===== src/rtl/conv_frame_streamer_if.sv =====
// AXI-Stream link between the frame streamer and the convolution slave port.
interface conv_frame_streamer_if #(
  parameter int C_AXIS_TDATA_WIDTH = 32
);
  logic [C_AXIS_TDATA_WIDTH-1:0] tdata;
  logic                          tvalid;
  logic                          tready;
  logic                          tlast;

  modport master (output tdata, tvalid, tlast, input tready);
  modport slave  (input tdata, tvalid, tlast, output tready);
endinterface


===== src/rtl/conv_frame_streamer.sv =====
// Streams an 8-bit image from a pixel memory as 3-pixel window columns,
// framed by a start marker and a two-word end marker carrying tlast.
module conv_frame_streamer #(
  parameter int ADDR_WIDTH         = 12,
  parameter int C_AXIS_TDATA_WIDTH = 32,
  parameter int PIXEL_NB           = 8,
  parameter int IMG_W              = 64,
  parameter int IMG_H              = 64,
  parameter int KERNEL_SIZE        = 3
) (
  input  logic                  m00_axis_aclk,
  input  logic                  m00_axis_aresetn,
  input  logic                  start,
  output logic                  busy,
  output logic                  done,
  output logic                  mem_rd_en,
  output logic [ADDR_WIDTH-1:0] mem_addr,
  input  logic [PIXEL_NB-1:0]   mem_rdata,
  conv_frame_streamer_if.master m00_axis
);
    localparam logic [ADDR_WIDTH-1:0] IMG_W_A  = ADDR_WIDTH'(IMG_W);
    localparam logic [ADDR_WIDTH-1:0] K_LAST   = ADDR_WIDTH'(KERNEL_SIZE - 1);
    localparam logic [ADDR_WIDTH-1:0] COL_LAST = ADDR_WIDTH'(IMG_W - 1);
    localparam logic [ADDR_WIDTH-1:0] ROW_LAST = ADDR_WIDTH'(IMG_H - 3);

    typedef enum logic [2:0] {S_IDLE, S_SOF, S_PIX, S_EOF0, S_EOF1} state_t;

    state_t                state;
    logic [ADDR_WIDTH-1:0] k, col, row;
    logic [ADDR_WIDTH-1:0] k_nx, col_nx, row_nx, rd_addr;
    logic                  last_rd, reads_done;
    logic [PIXEL_NB-1:0]   skid;
    logic                  skid_valid;
    logic                  pop, load, can_issue;
    logic [1:0]            occ;

    always_comb begin
        rd_addr = (row + k) * IMG_W_A + col;
        last_rd = (row == ROW_LAST) && (col == COL_LAST) && (k == K_LAST);
        k_nx    = k + 1'b1;
        col_nx  = col;
        row_nx  = row;
        if (k == K_LAST) begin
            k_nx   = '0;
            col_nx = col + 1'b1;
            if (col == COL_LAST) begin
                col_nx = '0;
                row_nx = (row == ROW_LAST) ? '0 : row + 1'b1;
            end
        end
        pop  = m00_axis.tvalid & m00_axis.tready;
        load = ~m00_axis.tvalid | pop;
        // Slots held after this edge: output beat + skid entry + read landing now, minus the beat leaving.
        occ = {1'b0, m00_axis.tvalid} + {1'b0, skid_valid} + {1'b0, mem_rd_en} - {1'b0, pop};
        can_issue = ~reads_done && (occ < 2'd2);
    end

    always_ff @(posedge m00_axis_aclk or negedge m00_axis_aresetn) begin
        if (!m00_axis_aresetn) begin
            state           <= S_IDLE;
            busy            <= 1'b0;
            done            <= 1'b0;
            mem_rd_en       <= 1'b0;
            mem_addr        <= '0;
            k               <= '0;
            col             <= '0;
            row             <= '0;
            reads_done      <= 1'b0;
            skid            <= '0;
            skid_valid      <= 1'b0;
            m00_axis.tdata  <= '0;
            m00_axis.tvalid <= 1'b0;
            m00_axis.tlast  <= 1'b0;
        end else begin
            done      <= 1'b0;
            mem_rd_en <= 1'b0;
            case (state)
                S_IDLE: if (start) begin
                    state           <= S_SOF;
                    busy            <= 1'b1;
                    m00_axis.tvalid <= 1'b1;
                    m00_axis.tlast  <= 1'b0;
                    m00_axis.tdata  <= C_AXIS_TDATA_WIDTH'(123);
                    mem_rd_en       <= 1'b1;
                    mem_addr        <= rd_addr;
                    k               <= k_nx;
                    col             <= col_nx;
                    row             <= row_nx;
                    reads_done      <= last_rd;
                    skid_valid      <= 1'b0;
                end
                S_SOF, S_PIX: begin
                    if (can_issue) begin
                        mem_rd_en <= 1'b1;
                        mem_addr  <= rd_addr;
                        k         <= k_nx;
                        col       <= col_nx;
                        row       <= row_nx;
                        if (last_rd) reads_done <= 1'b1;
                    end
                    if (load) begin
                        if (state == S_SOF) state <= S_PIX;
                        if (skid_valid) begin
                            m00_axis.tdata  <= C_AXIS_TDATA_WIDTH'(skid);
                            m00_axis.tvalid <= 1'b1;
                            skid_valid      <= mem_rd_en;
                            skid            <= mem_rdata;
                        end else if (mem_rd_en) begin
                            m00_axis.tdata  <= C_AXIS_TDATA_WIDTH'(mem_rdata);
                            m00_axis.tvalid <= 1'b1;
                        end else if (reads_done && state == S_PIX) begin
                            m00_axis.tdata  <= C_AXIS_TDATA_WIDTH'(124);
                            m00_axis.tvalid <= 1'b1;
                            state           <= S_EOF0;
                        end else begin
                            m00_axis.tvalid <= 1'b0;
                        end
                    end else if (mem_rd_en) begin
                        skid       <= mem_rdata;
                        skid_valid <= 1'b1;
                    end
                end
                S_EOF0: if (pop) begin
                    m00_axis.tdata <= C_AXIS_TDATA_WIDTH'(79);
                    m00_axis.tlast <= 1'b1;
                    state          <= S_EOF1;
                end
                S_EOF1: if (pop) begin
                    m00_axis.tvalid <= 1'b0;
                    m00_axis.tlast  <= 1'b0;
                    busy            <= 1'b0;
                    done            <= 1'b1;
                    state           <= S_IDLE;
                end
                default: state <= S_IDLE;
            endcase
        end
    end
endmodule


===== src/flat_wrapper.sv =====
// flat-port wrapper written by rule: the top's interface ports become plain ports
module conv_frame_streamer_flat 
#(
  parameter int ADDR_WIDTH         = 12,
  parameter int C_AXIS_TDATA_WIDTH = 32,
  parameter int PIXEL_NB           = 8,
  parameter int IMG_W              = 64,
  parameter int IMG_H              = 64,
  parameter int KERNEL_SIZE        = 3
)
  (m00_axis_aclk, m00_axis_aresetn, start, busy, done, mem_rd_en, mem_addr, mem_rdata, m00_axis_tdata, m00_axis_tvalid, m00_axis_tlast, m00_axis_tready);
  conv_frame_streamer_if #(.C_AXIS_TDATA_WIDTH(C_AXIS_TDATA_WIDTH)) m00_axis_i ();
  input  logic m00_axis_aclk;
  input  logic m00_axis_aresetn;
  input  logic start;
  output logic busy;
  output logic done;
  output logic mem_rd_en;
  output logic [ADDR_WIDTH-1:0] mem_addr;
  input  logic [PIXEL_NB-1:0] mem_rdata;
  output wire logic [$bits(m00_axis_i.tdata)-1:0] m00_axis_tdata;
  output wire logic [$bits(m00_axis_i.tvalid)-1:0] m00_axis_tvalid;
  output wire logic [$bits(m00_axis_i.tlast)-1:0] m00_axis_tlast;
  input wire logic [$bits(m00_axis_i.tready)-1:0] m00_axis_tready;
  assign m00_axis_tdata = m00_axis_i.tdata;
  assign m00_axis_tvalid = m00_axis_i.tvalid;
  assign m00_axis_tlast = m00_axis_i.tlast;
  assign m00_axis_i.tready = m00_axis_tready;
  conv_frame_streamer #(.ADDR_WIDTH(ADDR_WIDTH), .C_AXIS_TDATA_WIDTH(C_AXIS_TDATA_WIDTH), .PIXEL_NB(PIXEL_NB), .IMG_W(IMG_W), .IMG_H(IMG_H), .KERNEL_SIZE(KERNEL_SIZE)) u_core (.m00_axis_aclk(m00_axis_aclk), .m00_axis_aresetn(m00_axis_aresetn), .start(start), .busy(busy), .done(done), .mem_rd_en(mem_rd_en), .mem_addr(mem_addr), .mem_rdata(mem_rdata), .m00_axis(m00_axis_i));
endmodule

===== config.mk =====
export PLATFORM = sky130hd
export DESIGN_NAME = conv_frame_streamer_flat
export DESIGN_NICKNAME = d
export VERILOG_FILES = /design/src/rtl/conv_frame_streamer_if.sv /design/src/rtl/conv_frame_streamer.sv /design/src/flat_wrapper.sv
export SDC_FILE = /design/constraint.sdc
export NUM_CORES = 1
export LEC_CHECK = 0
export ABC_CLOCK_PERIOD_IN_PS = 3100
export BUFFER_PORTS_ARGS = -buffer_cell sky130_fd_sc_hd__clkbuf_2
export CORE_UTILIZATION = 39
export CTS_CLUSTER_DIAMETER = 80
export CTS_CLUSTER_SIZE = 25
export DETAILED_ROUTE_END_ITERATION = 10
export PLACE_DENSITY_LB_ADDON = 0.2
export RECOVER_POWER = 50
export SETUP_SLACK_MARGIN = 0.4
export SYNTH_ARGS = -nofsm -noshare
export SYNTH_HDL_FRONTEND = slang
export SYNTH_SLANG_ARGS = --single-unit

===== constraint.sdc =====
create_clock -name m00_axis_aclk -period 3.1 [get_ports m00_axis_aclk]
set_input_delay 0.465 -clock m00_axis_aclk [delete_from_list [all_inputs] [get_ports m00_axis_aclk]]
set_output_delay 0.465 -clock m00_axis_aclk [all_outputs]
set_load 0.02 [all_outputs]

# [Yosys cells after proc, flatten, opt, wreduce, memory -nomap -nowiden]
# Cells that the tools add are included.
[totals] register_bits=98 input_bits=12 output_inout_bits=49 word_cells=125
[classes] n_addsub=8 n_lt_le_gt_ge=1 n_eq_ne=16 n_mux=61 bitwise_logic=4 n_reduce_logical=21
[ops] cell="32-bit two-way mux" n=6
[ops] cell="12-bit two-way mux" n=14
[ops] cell="12-bit one-hot mux with 2 select lines" n=4
[ops] cell="32-bit one-hot mux with 3 select lines" n=1
[ops] cell="12-bit by 1-bit adder with 12-bit output, second input constant" n=3
[ops] cell="12-bit by 6-bit == test with 1-bit output, second input constant" n=2
[ops] cell="3-bit two-way mux" n=8
[ops] cell="8-bit two-way mux" n=3
[ops] cell="1-bit two-way mux" n=18
[ops] cell="4-bit AND reduction" n=4
[ops] cell="12-bit adder" n=1
[ops] cell="12-bit by 2-bit == test with 1-bit output, second input constant" n=1
[ops] cell="2-bit by 1-bit != test with 1-bit output, second input constant" n=6
[ops] cell="3-bit one-hot mux with 4 select lines" n=1
[ops] cell="3-bit AND reduction" n=4
[ops] cell="3-bit nonzero test" n=3
[ops] cell="1-bit one-hot mux with 2 select lines" n=4
[ops] cell="6-bit adder" n=1
[ops] cell="3-bit by 2-bit == test with 1-bit output, second input constant" n=2
[ops] cell="1-bit one-hot mux with 3 select lines" n=2
[ops] cell="2-bit nonzero test" n=3
[ops] cell="5-bit AND reduction" n=1
[ops] cell="1-bit logical AND" n=4
[ops] cell="4-bit by 1-bit != test with 1-bit output, second input constant" n=1
[ops] cell="13 further kinds" n=14

# [Longest topological paths before layout]
[logic_depth] depth_word=7 ltp_mapped=13 depth_no_buf=11

# [Least setup slack after synthesis]
# No wires, ideal clock.
[synth_path] kind="reg2reg" from="register u_core.m00_axis.tvalid" to="register u_core.k[10]" setup_ns=0.125 t_arrival_ns=2.645 required_ns=2.975 slack_ns=0.330 stages_incl_launch_ff=12 path_cell_list="dfrtp_1 > nand2_1 > inv_1 > ha_1 > inv_1 > ha_1 > a21oi_1 > xnor2_1 > o31a_1 > clkbuf_8 > nor4b_1 > mux2_2"
[synth_via] elab_chain_len=7 word_cells_on_any_way=8 cone_classes="add/sub (3); order compare (1); eq/ne (1); bitwise (1); reduce/logical (2)"
[synth_rtl] item="from (decl)" line="conv_frame_streamer_if.sv:10" text="modport master (output tdata, tvalid, tlast, input tready);"
[synth_rtl] item="from (signal assigned)" line="conv_frame_streamer.sv:72" text="m00_axis.tvalid <= 1'b0;"
[synth_rtl] item="from (signal assigned)" line="conv_frame_streamer.sv:81" text="m00_axis.tvalid <= 1'b1;"
[synth_rtl] item="from (signal assigned)" line="conv_frame_streamer.sv:105" text="m00_axis.tvalid <= 1'b1;"
[synth_rtl] item="1-bit by 1-bit adder with 2-bit output" line="conv_frame_streamer.sv:54" text="occ = {1'b0, m00_axis.tvalid} + {1'b0, skid_valid} + {1'b0, mem_rd_en} - {1'b0, pop};"
[synth_rtl] item="2-bit by 1-bit adder with 2-bit output" line="conv_frame_streamer.sv:54"
[synth_rtl] item="2-bit by 1-bit subtractor with 2-bit output (*)" line="conv_frame_streamer.sv:54"
[synth_rtl] item="2-bit < comparator (*)" line="conv_frame_streamer.sv:55" text="can_issue = ~reads_done && (occ < 2'd2);"
[synth_rtl] item="1-bit logical AND (*)" line="conv_frame_streamer.sv:55"
[synth_rtl] item="2-bit by 1-bit != test with 1-bit output (no source line) (*)"
[synth_rtl] item="3-bit AND reduction (no source line) (*)"
[synth_rtl] item="to (signal assigned)" line="conv_frame_streamer.sv:86" text="k <= k_nx;"
[synth_rtl] item="to (signal assigned)" line="conv_frame_streamer.sv:96" text="k <= k_nx;"
[synth_rtl] item="to (decl)" line="conv_frame_streamer.sv:29" text="logic [ADDR_WIDTH-1:0] k, col, row;"
# Every way passes the cells marked *; elsewhere a longest branch is shown, timed or not.
# A chain may end at the register's enable or synchronous reset.

# [Worst setup path after layout]
# Same ends and word-level chain as after synthesis.

==> impl_metrics.csv <==
group,metric,value,unit
outcome,status,"finished with violations",
outcome,violations,"max-capacitance violations, max-slew violations",
grt,grt_usage,16.2,%
synthesis,synth_edf_count,0,
critical_path,crit_required,3330,ps
power_and_ir_drop,comb_power_share,48.0,%
route,antenna_left,0,
critical_path,start_kind,"register",
clock_tree,htreeDepth,3,
die,start_util,40.8,%
sta,maxSlewHeadroom,-24.9,%
power_and_ir_drop,total_power,0.00429,W
clock_tree,cts_hold_buf,0,
synthesis,ys_ff_latch,74,
placed_design,port_buffers,36,
route,via_count,3173,
sta,setup_ws,510,ps
synthesis,synthCells,426,
critical_path,crit_buf_inv,3,
grt,grt_antenna_before_repair,0,
grt,grt_pass1_wl,14.7,mm
clock_tree,root_buffer,"clkbuf_8",
die,core-area,10500,µm²
clock_tree,clk_latency,350,ps
sta,tns,0,ps
clock_tree,cts_buffer_depth,2,
synthesis,avgSynthCellArea,10.0,µm²
min_path,hp-class,"input port to register",
min_path,worstHoldStart,"mem_rdata[2]",
sta,final-max-slew-violation-count,75,
route,wirelength,8.85,mm
die,ios,61,
clock_tree,cts_made_buffers,9,
grt,grt_pass1_vias,3047,
power_and_ir_drop,p_leak,2.06,nW
critical_path,rr_startpoint,"u_core.m00_axis.tvalid$_DFFE_PN0P_",
critical_path,cp-end-kind,"register",
power_and_ir_drop,sw_frac_of_total,42.5,%
critical_path,critPathTopFamily,"adder cells",
route,wl_per_cell,14.5,µm
power_and_ir_drop,powerDensity,897,nW/µm²
sta,clock_skew,13.0,ps
synthesis,ys_async_sr_fraction,100,%
critical_path,worstSetupPathType,"register to register",
critical_path,ff2ff_setup_slack,510,ps
sta,finalHoldViolations,0,
route,dr.pass1.iters,4,
die,die_y,107,µm
layout,syn_to_final_growth,12.0,%
route,drcViolationCount,0,
synthesis,seq_area_frac_synth,43.4,%
critical_path,crit_path_max_incr_delay,420,ps
sta,max_freq,386,MHz
sta,setup_viol,0,
route,drt_first_iter_violations,172,
grt,grt_max_degree,75,
clock_tree,cts_tree,"yes",
power_and_ir_drop,power_frac_clock,17.5,%
synthesis,synth_flop_cell,"dfrtp_1",
layout,design_area,4780,µm²
critical_path,r2r_end,"u_core.k[10]$_DFFE_PN0P_",
placed_design,place.gp.congestion,0.821,
run,maxCapViolations,1,
synthesis,ys_types,61,
critical_path,cp_max_fo,23,
min_path,holdPathEnd,"u_core.skid[2]$_DFFE_PN0P_",
clock_tree,path_clk_slew,90,ps
critical_path,reg2reg_depth,11,
die,die_area,11400,µm²
sta,period_minus_slack,2590,ps
sta,fin_crit_sh,83.6,%
layout,diodes,0,
layout,layout.nets,501,
clock_tree,cts.sinks,74,
die,num_rows,37,
layout,drive_above_1_share,20.6,%
grt,grt-ovfl-total,0,
min_path,hold_depth,2,
synthesis,syn_area,4270,µm²
power_and_ir_drop,p_switching,0.00182,W
power_and_ir_drop,peakVddDrop,422,µV
critical_path,slowest_stage,"dfrtp_2",
placed_design,placed_area,4470,µm²
synthesis,yosysWarnings,0,
placed_design,dp_hpwl,5.94,mm
route,viasPerCell,5.19,
sta,rsz0062_at_grt,"true",
layout,nFillCells,1050,
power_and_ir_drop,cell_internal_pwr,0.00246,W
critical_path,crit_arrival,2820,ps
sta,tightestPinTransition,1870,ps
placed_design,pre_cts_ws,255,ps
power_and_ir_drop,seq_power_share,34.5,%
critical_path,worstPathCellList,"nand2_2 -> inv_1 -> ha_1 -> inv_1 -> ha_1 -> a21oi_2 -> xnor2_1 -> o31a_1 -> buf_12 -> nor4b_4 -> mux2_2",
die,die_x,107,µm
==> metal layers <==
metal	vias to the layer above	GRT usage [%]	routed length, µm
li1	1544	-	-
met1	1549	22.0	4320
met2	68	26.2	4110
met3	12	3.16	310
met4	0	5.09	111
met5	-	0	0
==> cells in the mapped netlist, types with 3 or more instances <==
| library cell | n | area [µm²] |
|---|---|---|
| inv_1 | 19 | 71.3 |
| mux2i_1 | 3 | 30.0 |
| nand2_1 | 49 | 184 |
| ha_1 | 17 | 213 |
| o41ai_1 | 3 | 26.3 |
| xor2_1 | 17 | 149 |
| a21oi_1 | 16 | 80.1 |
| nor3_1 | 12 | 60.1 |
| or3_1 | 3 | 18.8 |
| a211oi_1 | 3 | 22.5 |
| clkbuf_1 | 8 | 30.0 |
| nor2_1 | 21 | 78.8 |
| nor4_4 | 3 | 63.8 |
| a21o_1 | 5 | 37.5 |
| dfrtp_1 | 74 | 1850 |
| nand2b_1 | 3 | 18.8 |
| xnor2_1 | 10 | 87.6 |
| nor4_1 | 7 | 43.8 |
| nand4_1 | 6 | 37.5 |
| mux2_2 | 21 | 236 |
| nand3_1 | 20 | 100 |
| buf_4 | 25 | 188 |
| o31ai_1 | 12 | 90.1 |
| and3_1 | 3 | 18.8 |
| nor4b_1 | 5 | 43.8 |
| o21ai_0 | 16 | 80.1 |
==> worst register-to-register path, stage by stage, from the launching register on <==
cell     delay (ps)
dfrtp_2         420
nand2_2          80
inv_1            50
ha_1            260
inv_1            40
ha_1            280
a21oi_2         160
xnor2_1          70
o31a_1          280
buf_12          180
nor4b_4         300
mux2_2          360
==> how the worst max path moves through the flow <==
stage / slack [ps] / start / cells past startpoint / endpoint
final: 510 / u_core.m00_axis.tvalid$_DFFE_PN0P_ / 11 / u_core.k[10]$_DFFE_PN0P_
after global placement: 310 / m00_axis_tready / 12 / u_core.k[10]$_DFFE_PN0P_
after detailed placement: 250 / m00_axis_tready / 12 / u_core.k[10]$_DFFE_PN0P_
after floorplan: 410 / u_core.row[0]$_DFFE_PN0P_ / 10 / u_core.mem_addr[11]$_DFFE_PN0P_
after global routing: 360 / u_core.k[0]$_DFFE_PN0P_ / 7 / u_core.col[9]$_DFFE_PN0P_
after CTS: 390 / u_core.k[0]$_DFFE_PN0P_ / 10 / u_core.mem_addr[11]$_DFFE_PN0P_
==> power by group through the flow <==
stage               clock, W  combinational (W)  sequential (W)
finish              0.000751            0.00206         0.00148
detailed placement         0            0.00192         0.00150
floorplan                  0            0.00140         0.00158
CTS                 0.000785            0.00196         0.00148
global placement           0            0.00191         0.00150
global route        0.000817            0.00231         0.00152
==> metrics by stage <==
step                hold WS (ps)  utilization (%)  std cells
finish                       366             45.7        611
global route                 359             45.7        611
CTS                          299             45.0        606
detailed placement           459             42.8        586
global placement             452             42.8        586
floorplan                    169                -        449
==> cells in the final DEF (no fill, tap or decap), drive strengths merged, types with 14 or more instances in the layout <==
master and count:
a21oi 16, clkbuf 48, conb 24, dfrtp 74
ha 17, inv 20, mux2 21, nand2 50
nand3 20, nor2 21, nor3 14, o21ai 17
xor2 17
==> what timing repair did <==
item | 4_1_cts | 5_1_grt
endpoints found under the setup margin | 3 | 21
pin swaps | 0 | 5
gates resized for setup | 3 | 5
cloned | 0 | 1
buffers inserted | 4 | 4
==> final cells by class <==
type / instances / area, µm² / area share, %
clock buffer: 10 / 128 / 2.67
clock inverter: 6 / 66.3 / 1.39
inverter: 20 / 75.1 / 1.57
multi-input combinational: 315 / 2180 / 45.7
sequential: 74 / 1850 / 38.8
tap: 136 / 170 / 3.56
timing repair buffer: 50 / 302 / 6.31
==> state kept, by name, indices dropped and copies added (netlist names) <==
name	cells
u_core.k	12
u_core.done	1
u_core.row	12
u_core.m00_axis.tvalid	1
u_core.skid	8
u_core.col	12
u_core.mem_addr	12
u_core.skid_valid	1
u_core.m00_axis.tdata	8
u_core.mem_rd_en	1
u_core.busy	1
u_core.reads_done	1
u_core.state	3
u_core.m00_axis.tlast	1
==> cells by family (layout without fill, tap and decap cells) <==
group,after synthesis,in the layout,synth area share [%]
and+or+nand+nor,147,147,18.4
adders and majority gates,21,21,6.39
xor gates and xnor gates,28,28,6.07
other,1,24,0.0878
AOI/OAI and AO/OA,71,71,10.9
buffers and inverters,60,86,8.50
DFF,74,74,43.4
muxes,24,24,6.24
No activity file was read; power rests on OpenSTA's default activity.
